[src/rtl/ex_muldiv.sv]
// Iterative multiply/divide unit for the EX stage: one bit per cycle,
// restoring divide and shift-add multiply sharing a 2*WIDTH accumulator.
module ex_muldiv #(
  parameter int unsigned WIDTH = 32
) (
  input  logic               clk,
  input  logic               rst,
  input  logic               start_i,
  input  logic               annul_i,
  input  logic [1:0]         op_i,
  input  logic [WIDTH-1:0]   opdata1_i,
  input  logic [WIDTH-1:0]   opdata2_i,
  output logic [2*WIDTH-1:0] result_o,
  output logic               ready_o,
  output logic               busy_o,
  output logic               div_zero_o
);

  localparam int unsigned W2 = 2 * WIDTH;
  localparam int unsigned CW = $clog2(WIDTH + 1);

  typedef enum logic [1:0] {IDLE, ZERO, RUN, DONE} state_t;

  state_t            state;
  logic [CW-1:0]     cnt;
  logic              is_div;
  logic              sign1;
  logic              sign2;
  logic              dz;
  logic [WIDTH-1:0]  opb;
  logic [W2-1:0]     acc;

  logic [WIDTH-1:0]  abs1;
  logic [WIDTH-1:0]  abs2;
  logic [WIDTH:0]    div_diff;
  logic [WIDTH:0]    mul_sum;
  logic [W2-1:0]     acc_step;
  logic [W2-1:0]     acc_fix;
  logic [WIDTH-1:0]  quo;
  logic [WIDTH-1:0]  rem;

  // Operand magnitudes for signed ops; unsigned ops pass straight through.
  always_comb begin
    abs1 = (op_i[0] && opdata1_i[WIDTH-1]) ? -opdata1_i : opdata1_i;
    abs2 = (op_i[0] && opdata2_i[WIDTH-1]) ? -opdata2_i : opdata2_i;
  end

  // One iteration of the datapath plus the sign fix-up applied on the last one.
  always_comb begin
    div_diff = acc[W2-1:WIDTH-1] - {1'b0, opb};
    mul_sum  = {1'b0, acc[W2-1:WIDTH]} + (acc[0] ? {1'b0, opb} : '0);
    if (is_div) begin
      if (!div_diff[WIDTH]) acc_step = {div_diff[WIDTH-1:0], acc[WIDTH-2:0], 1'b1};
      else                  acc_step = {acc[W2-2:0], 1'b0};
    end else begin
      acc_step = {mul_sum, acc[WIDTH-1:1]};
    end
    quo = acc_step[WIDTH-1:0];
    rem = acc_step[W2-1:WIDTH];
    if (is_div) begin
      acc_fix = {(sign1 ? -rem : rem), ((sign1 ^ sign2) ? -quo : quo)};
    end else begin
      acc_fix = (sign1 ^ sign2) ? -acc_step : acc_step;
    end
  end

  always_ff @(posedge clk or negedge rst) begin
    if (!rst) begin
      state      <= IDLE;
      cnt        <= '0;
      is_div     <= 1'b0;
      sign1      <= 1'b0;
      sign2      <= 1'b0;
      dz         <= 1'b0;
      opb        <= '0;
      acc        <= '0;
      result_o   <= '0;
      ready_o    <= 1'b0;
      busy_o     <= 1'b0;
      div_zero_o <= 1'b0;
    end else begin
      ready_o <= 1'b0;
      if (annul_i) begin
        // Flush wins over everything; result_o and div_zero_o keep their values.
        state  <= IDLE;
        cnt    <= '0;
        busy_o <= 1'b0;
      end else begin
        case (state)
          IDLE: begin
            if (start_i) begin
              is_div <= ~op_i[1];
              sign1  <= op_i[0] & opdata1_i[WIDTH-1];
              sign2  <= op_i[0] & opdata2_i[WIDTH-1];
              cnt    <= '0;
              busy_o <= 1'b1;
              if (!op_i[1]) begin
                acc <= W2'(abs1);
                opb <= abs2;
              end else begin
                acc <= W2'(abs2);
                opb <= abs1;
              end
              if (!op_i[1] && (opdata2_i == '0)) begin
                dz    <= 1'b1;
                state <= ZERO;
              end else begin
                dz    <= 1'b0;
                state <= RUN;
              end
            end
          end
          ZERO: begin
            acc   <= '0;
            state <= DONE;
          end
          RUN: begin
            if (cnt == CW'(WIDTH - 1)) begin
              acc   <= acc_fix;
              cnt   <= '0;
              state <= DONE;
            end else begin
              acc <= acc_step;
              cnt <= cnt + CW'(1);
            end
          end
          DONE: begin
            result_o   <= acc;
            div_zero_o <= dz;
            ready_o    <= 1'b1;
            busy_o     <= 1'b0;
            state      <= IDLE;
          end
          default: begin
            state  <= IDLE;
            busy_o <= 1'b0;
          end
        endcase
      end
    end
  end

endmodule

[config.mk]
export PLATFORM = sky130hd
export DESIGN_NAME = ex_muldiv
export DESIGN_NICKNAME = d
export VERILOG_FILES = /design/src/rtl/ex_muldiv.sv
export SDC_FILE = /design/constraint.sdc
export NUM_CORES = 1
export LEC_CHECK = 0
export ABC_AREA = 1
export BUFFER_PORTS_ARGS = -buffer_cell sky130_fd_sc_hd__buf_2
export CORE_MARGIN = 4
export CORE_UTILIZATION = 27
export DETAILED_ROUTE_END_ITERATION = 7
export PLACE_DENSITY = 0.46
export SLEW_MARGIN = 10
export SYNTH_ARGS = -nofsm -noshare
export SYNTH_HDL_FRONTEND = slang
export SYNTH_SLANG_ARGS = --single-unit
[constraint.sdc]
create_clock -name clk -period 4.46 [get_ports clk]
set_input_delay 0.892 -clock clk [delete_from_list [all_inputs] [get_ports clk]]
set_output_delay 0.892 -clock clk [all_outputs]
set_load 0.01 [all_outputs]
==> results of run 1 <==
==> power groups by stage <==
stage | clock, W | sequential, W | combinational (W)
6_report | 0.00168 | 0.00270 | 0.0104
5_1_grt | 0.00177 | 0.00280 | 0.0115
4_1_cts | 0.00172 | 0.00270 | 0.0102
3_5_place_dp | 0 | 0.00273 | 0.0102
3_3_place_gp | 0 | 0.00271 | 0.0103
2_1_floorplan | 0 | 0.00267 | 0.00654
==> kinds of logic after synthesis <==
family,after synthesis,synth area share (%)
XOR/XNOR,76,3.794
flip-flops,175,24.96
AO/OA/AOI/OAI,472,15.82
adder cells (fa/ha/maj),75,5.435
buffers and inverters,551,12.28
AND/OR/NAND/NOR,1551,37.71
==> worst paths after layout <==
| kind | startpoint | to | depth (start not counted) | slack (ns) |
|---|---|---|---|---|
| max in group asynchronous | rst | opb[25]$_DFFE_PN0P_ | 2 | 3.26 |
| hold reg to reg | result_o[49]$_DFFE_PN0P_ | result_o[49]$_DFFE_PN0P_ | 2 | 0.48 |
| min in group clk | result_o[49]$_DFFE_PN0P_ | result_o[49]$_DFFE_PN0P_ | 2 | 0.48 |
| setup / recovery | acc[0]$_DFFE_PN0P_ | acc[61]$_DFFE_PN0P_ | 24 | 0.21 |
| hold / removal | rst | result_o[33]$_DFFE_PN0P_ | 1 | 0.34 |
| setup reg to reg | acc[0]$_DFFE_PN0P_ | acc[61]$_DFFE_PN0P_ | 24 | 0.21 |
==> layout make-up <==
class / count / area, um^2
fill: 7308 / 44110
clock buffer: 17 / 425.4
clock inverter: 15 / 196.4
sequential: 175 / 4384
multi-input combinational: 2174 / 11130
inverter: 466 / 1749
tap: 855 / 1070
timing repair buffer: 212 / 1276
==> metal layers <==
metal  global-route usage, %  up-vias  wire (um)
li1                        -     9620          -
met1                   31.12     8875      37110
met2                   35.91      612      35370
met3                   3.146       86       4404
met4                   6.789        0       2216
met5                       0        -          0
==> cells in the mapped netlist, types with 7 or more instances <==
library cell	count	area, um^2
sky130_fd_sc_hd__nand2_1	883	3314
sky130_fd_sc_hd__inv_1	445	1670
sky130_fd_sc_hd__nor2_1	274	1028
sky130_fd_sc_hd__nand3_1	222	1111
sky130_fd_sc_hd__o21ai_0	178	890.9
sky130_fd_sc_hd__dfrtp_1	175	4379
sky130_fd_sc_hd__a21oi_1	112	560.5
sky130_fd_sc_hd__ha_1	73	913.4
sky130_fd_sc_hd__clkbuf_1	58	217.7
sky130_fd_sc_hd__xor2_1	48	420.4
sky130_fd_sc_hd__nand4_1	34	212.7
sky130_fd_sc_hd__o221ai_1	29	254.0
sky130_fd_sc_hd__nor3_1	28	140.1
sky130_fd_sc_hd__xnor2_1	28	245.2
sky130_fd_sc_hd__o21ai_1	26	130.1
sky130_fd_sc_hd__a31oi_1	24	150.1
sky130_fd_sc_hd__nand2_2	22	137.6
sky130_fd_sc_hd__o211ai_1	22	165.2
sky130_fd_sc_hd__nand3b_1	20	150.1
sky130_fd_sc_hd__nor2_2	18	112.6
sky130_fd_sc_hd__inv_2	16	60.06
sky130_fd_sc_hd__o21bai_1	16	120.1
sky130_fd_sc_hd__o22ai_1	15	93.84
sky130_fd_sc_hd__or2_2	14	87.58
sky130_fd_sc_hd__a22oi_1	12	90.09
sky130_fd_sc_hd__buf_2	9	45.04
sky130_fd_sc_hd__a21o_1	8	60.06
sky130_fd_sc_hd__buf_6	7	78.83
sky130_fd_sc_hd__nor4_1	7	43.79
==> worst max-delay path, stage by stage (launching register included) <==
cell	delay [ns]
sky130_fd_sc_hd__dfrtp_1	0.52
sky130_fd_sc_hd__buf_4	0.32
sky130_fd_sc_hd__nand2_1	0.09
sky130_fd_sc_hd__inv_1	0.16
sky130_fd_sc_hd__ha_1	0.34
sky130_fd_sc_hd__a21oi_1	0.28
sky130_fd_sc_hd__o21ai_0	0.18
sky130_fd_sc_hd__inv_1	0.11
sky130_fd_sc_hd__nor2_1	0.06
sky130_fd_sc_hd__o21ai_0	0.34
sky130_fd_sc_hd__nand4_1	0.13
sky130_fd_sc_hd__nand3_1	0.20
sky130_fd_sc_hd__nand2_1	0.15
sky130_fd_sc_hd__nor2_1	0.23
sky130_fd_sc_hd__nand2_1	0.11
sky130_fd_sc_hd__nor2_1	0.12
sky130_fd_sc_hd__nand2_1	0.10
sky130_fd_sc_hd__nand2_1	0.08
sky130_fd_sc_hd__nand2_1	0.06
sky130_fd_sc_hd__inv_2	0.04
sky130_fd_sc_hd__nand2_1	0.14
sky130_fd_sc_hd__nand2_1	0.11
sky130_fd_sc_hd__nand2_1	0.06
sky130_fd_sc_hd__nand3_1	0.11
sky130_fd_sc_hd__nand2_1	0.07
==> timing repair <==
item | CTS | global route
gates resized for setup | 0 | 21
hold buffers | 0 | 0
setup endpoints to repair | 0 | 20
buffers inserted | 0 | 5
==> sequential cells by signal (all words and copies together), names as in the netlist, 2 cells and up <==
register and cells:
result_o 64, opb 32, state 2, cnt 6
acc 64
==> through the flow <==
stage	total power (W)	setup TNS (ns)	instances	hold slack, ns
5_1_grt	0.01604	-0.02827	3914	0.3761
2_1_floorplan	0.009215	0	2900	0.4426
3_3_place_gp	0.01299	0	3877	0.4618
6_report	0.01483	0	3914	0.3413
3_5_place_dp	0.01289	0	3877	0.4649
4_1_cts	0.01464	0	3909	0.3558
==> results_dict.tcl, run 1 <==
set metrics [dict create \
    most_common_cell_after_layout_fill_and_taps_aside "sky130_fd_sc_hd__nand2_1" \
    dp_worst_setup_slack_ns 0.07835 \
    htree_levels 4 \
    routedWlPerCell_um 20.21 \
    remaining_drcs 0 \
    fin_crit_sh_pct 95.40 \
    synth_enable_flop_cells 0 \
    grt_pass1_vias 18494 \
    post-route-cell-area_um2 20240 \
    die_width_um 262.9 \
    power_frac_clock_pct 11.3 \
    total_switching_power_w 0.008670 \
    outcome "finished clean" \
    io_pins 137 \
    grt_max_degree 67 \
    synth.yosys.seq_area_share_pct 24.96 \
    synth.net_count 3045 \
    die_h_um 262.9 \
    placement_rows 93 \
    p_sw_share_pct 58.47 \
    p_per_area_nw_per_um2 732.8 \
    mostFrequentLayoutCells "sky130_fd_sc_hd__nand2_1, sky130_fd_sc_hd__inv_1, sky130_fd_sc_hd__nor2_1" \
    tightest_slew_ns 0.9564 \
    fin_crit_ns 4.255 \
    critical_path_arrival_ns 4.64 \
    drive_gt1_share_pct 11.70 \
    report.final.slew_viol_count 0 \
    static-leakage-power_nw 10.79 \
    grt_overflow 0 \
    worst_skew_pair.late_latency_ns 0.51 \
    insertedDiodeCount 0 \
    ctsLongestPathBuffers 2 \
    synth-seq-cells 175 \
    die_footprint_um2 69120 \
    start_util_pct 27.26 \
    timing.final.setup_violations 0 \
    synthCells 2900 \
    peakVddDrop_uv 355.4 \
    path_clk_slew_ns 0.08 \
    async_reset_ff_share_pct 100.0 \
    final_hold_viol_count 0 \
    crit_path_launch_type "register" \
    grt_antenna_before_repair 0 \
    number_of_maximum_capacitance_violations 0 \
    clockRootBuffer "sky130_fd_sc_hd__clkbuf_16" \
    final.setup.worst_slack_ns 0.2051 \
    number_of_buffers_added_by_the_clock_tree_synthesis_step 17 \
    grt_first_pass_wirelength_um 117700 \
    crit_path_class "reg2reg" \
    critical_path_peak_fanout 19 \
    groute.usage.overall_pct 22.32 \
    netlist-cell-type-count 58 \
    cts_sinks 175 \
    vias_per_cell 4.904 \
    final_wirelength_um 79090 \
    p_int_w 0.006159 \
    combinationalPowerShare_pct 70.5 \
    tritoncts "done" \
    number_of_warnings_issued_by_yosys 0 \
    io_port_bufs 136 \
    part_of_the_power_in_registers_pct 18.2 \
    synthesis.area_um2 17540 \
    core_area_um2 64350 \
    skew_ns 0.01857 \
    dpl-instance-area_um2 19480 \
    post_synth.cell_area_avg_um2 6.049 \
    worstHoldPathType "in2async" \
    drt_pass1_iterations 6 \
    required_ns 4.85 \
    dpl.hpwl_um 65310 \
    setup.worst_path.end_class "register" \
    gp_routability_congestion 0.9757 \
    synth_flop_cell "sky130_fd_sc_hd__dfrtp_1" \
    ant_nets 0 \
    nets 3191 \
    drt_iter0_markers 1945 \
    dr_total_vias 19193 \
    slew_headroom_pct 36.15 \
    fmax_ghz 0.2350 \
    synthToLayoutAreaGrowth_pct 15.35 \
    utilization_pct 31.45 \
]
Power figures use the tool's default switching activity.
==> inputs of run 2 (changes only) <==
--- a/config.mk
+++ b/config.mk
@@ -9,8 +9,10 @@
 export BUFFER_PORTS_ARGS = -buffer_cell sky130_fd_sc_hd__buf_2
 export CORE_MARGIN = 4
 export CORE_UTILIZATION = 27
+export CTS_CLUSTER_SIZE = 28
 export DETAILED_ROUTE_END_ITERATION = 7
 export PLACE_DENSITY = 0.46
+export REMOVE_ABC_BUFFERS = 1
 export SLEW_MARGIN = 10
 export SYNTH_ARGS = -nofsm -noshare
 export SYNTH_HDL_FRONTEND = slang
==> run 2 against run 1 <==
- non-clock buffer count is 10 higher
- fmax is 1.9% higher
- setup slack better by 0.080 ns
- first-iteration DRC count is 22% lower
- worst hold slack better by 0.10 ns
- clock power is 4% lower
- final cell count is 0.20% higher
- via count is 0.42% higher
- register-to-register slack better by 0.08 ns
- utilization is 0.19 points higher
- sequential cell count stayed put
- largest cell class unchanged
- design area is 0.61% higher
==> results_dict.tcl, run 2 (synthesis gave the netlist of run 1 again) <==
set metrics [dict create \
    io_pins 137 \
    required_ns 4.88 \
    worst_skew_pair.late_latency_ns 0.52 \
    drive_gt1_share_pct 12.26 \
    r2r_end "acc[56]$_DFFE_PN0P_" \
    skew_ns 0.01385 \
    reg2reg_depth 29 \
    timing.final.setup_violations 0 \
    critical_path_arrival_ns 4.59 \
    crit_path_class "reg2reg" \
    crit_path_launch_type "register" \
    cell_repeated_most_along_the_worst_path "sky130_fd_sc_hd__nand2_1" \
    die_h_um 262.9 \
    number_of_buffers_added_by_the_clock_tree_synthesis_step 17 \
    final.setup.worst_slack_ns 0.2852 \
    drt_pass1_iterations 5 \
    path_clk_slew_ns 0.08 \
    tritoncts "done" \
    io_port_bufs 136 \
    clockRootBuffer "sky130_fd_sc_hd__clkbuf_16" \
    start_util_pct 27.26 \
    r2r_slack_ns 0.29 \
    core_area_um2 64350 \
    wl_met2_um 37050 \
    cpMaxStageDelayCell "sky130_fd_sc_hd__buf_4" \
    ctsLongestPathBuffers 2 \
    most_common_cell_after_layout_fill_and_taps_aside "sky130_fd_sc_hd__nand2_1" \
    vias_per_cell 4.914 \
    setup.worst_path.end_class "register" \
    p_per_area_nw_per_um2 717.6 \
    nets 3201 \
    outcome "finished clean" \
    grt_overflow 0 \
    htree_levels 4 \
    top_layer_in_use "met4" \
    dpl.hpwl_um 64200 \
    regToRegStartpoint "acc[31]$_DFFE_PN0P_" \
    cts_hold_repair.buffers 0 \
    fin_crit_ns 4.175 \
    dpl-instance-area_um2 19580 \
    wirelength_met1_um 34890 \
    dp_worst_setup_slack_ns -0.08890 \
    placement_rows 93 \
    synthToLayoutAreaGrowth_pct 16.05 \
    critPathMaxStageDelay_ns 0.38 \
    mostFrequentLayoutCells "sky130_fd_sc_hd__nand2_1, sky130_fd_sc_hd__inv_1, sky130_fd_sc_hd__nor2_1" \
    report.final.slew_viol_count 0 \
    final_wirelength_um 78220 \
    met3WireLength_um 3662 \
    tightest_slew_ns 0.8544 \
    worstHoldPathType "in2async" \
    slew_headroom_pct 42.98 \
    layout.filler_cells 7290 \
    post-route-cell-area_um2 20360 \
    dr_total_vias 19273 \
    fmax_ghz 0.2395 \
    static-leakage-power_nw 10.81 \
    drt_iter0_markers 1510 \
    critical_path_peak_fanout 34 \
    routedWlPerCell_um 19.94 \
    ant_nets 0 \
    remaining_drcs 0 \
    largest_registers "acc: 64 flops, result_o: 64 flops, opb: 32 flops" \
    grt_pass1_vias 18957 \
    die_footprint_um2 69120 \
    groute.usage.overall_pct 22.25 \
    final_hold_viol_count 0 \
    grt_first_pass_wirelength_um 118300 \
    grt_antenna_before_repair 0 \
    fin_total_pwr_w 0.01461 \
    gp_routability_congestion 0.9493 \
    fin_crit_sh_pct 93.61 \
    grt_max_degree 89 \
    die_width_um 262.9 \
    peakVddDrop_uv 319.2 \
    number_of_maximum_capacitance_violations 0 \
    insertedDiodeCount 0 \
    cts_sinks 175 \
]
## run 2: cell types whose count changed in the layout (fill, tap and decap cells not counted), sizes merged
cell,before,now
buf,211,221
inv,468,464
clkbuf,18,20
clkinv,11,9
bufinv,1,2
clkinvlp,1,2
## run 2: critical path: cells and delay by family (launching register included)
kind | cells | cell delay [ns]
AOI/OAI and AO/OA | 1 | 0.25
buffers and inverters | 5 | 0.77
adders and majority gates | 3 | 0.71
DFF | 1 | 0.37
and+or+nand+nor | 20 | 1.97
## run 2: how the worst max path moves through the flow
stage,start,to,slack (ns)
final,acc[31]$_DFFE_PN0P_,acc[56]$_DFFE_PN0P_,0.29
after global placement,acc[31]$_DFFE_PN0P_,acc[56]$_DFFE_PN0P_,-0.09
after CTS,opb[9]$_DFFE_PN0P_,acc[56]$_DFFE_PN0P_,0.05
after detailed placement,opb[9]$_DFFE_PN0P_,acc[56]$_DFFE_PN0P_,-0.09
after global routing,acc[36]$_DFFE_PN0P_,acc[56]$_DFFE_PN0P_,-0.02
after floorplan,annul_i,acc[18]$_DFFE_PN0P_,-0.84
## run 2: area by class of cell
type | count | area [um^2] | share of cell area, %
multi-input cells | 2174 | 11180 | 54.89
flip-flops and latches | 175 | 4388 | 21.55
inverters | 466 | 1749 | 8.591
repair buffers | 222 | 1401 | 6.883
well taps | 855 | 1070 | 5.254
clock buffers | 19 | 442.9 | 2.176
clock inverters | 11 | 132.6 | 0.6514
## run 2: layer usage
layer | up-vias | GRT usage (%)
met5 | - | 0
met4 | 0 | 7.780
met3 | 111 | 2.715
met2 | 581 | 37.79
met1 | 8949 | 29.25
li1 | 9632 | -
## run 2: stage by stage
stage | cells | utilization [%] | TNS [ns] | hold WS (ns)
finish | 3922 | 31.64 | 0 | 0.4426
floorplan | 2815 | - | -18.08 | 0.4426
CTS | 3914 | 31.33 | 0 | 0.4601
global route | 3922 | 31.64 | -0.02616 | 0.5046
global placement | 3884 | 30.43 | -0.09286 | 0.4578
detailed placement | 3884 | 30.43 | -0.08890 | 0.4630
## run 2: report_power, final
| group | switching [W] | internal [W] | leakage [nW] | total, W |
|---|---|---|---|---|
| Sequential | 0.000521 | 0.00221 | 2.24 | 0.00273 |
| Combinational | 0.00706 | 0.00320 | 8.29 | 0.0103 |
| Clock | 0.000780 | 0.000838 | 0.276 | 0.00162 |
| Total | 0.00836 | 0.00625 | 10.8 | 0.0146 |
## run 2: repair_timing
| action | 4_1_cts | 5_1_grt |
|---|---|---|
| setup endpoints to repair | 1 | 20 |
| hold endpoints to repair | 0 | 0 |
| setup buffers | 0 | 8 |
| resized for setup | 1 | 32 |
| pin swaps | 0 | 8 |
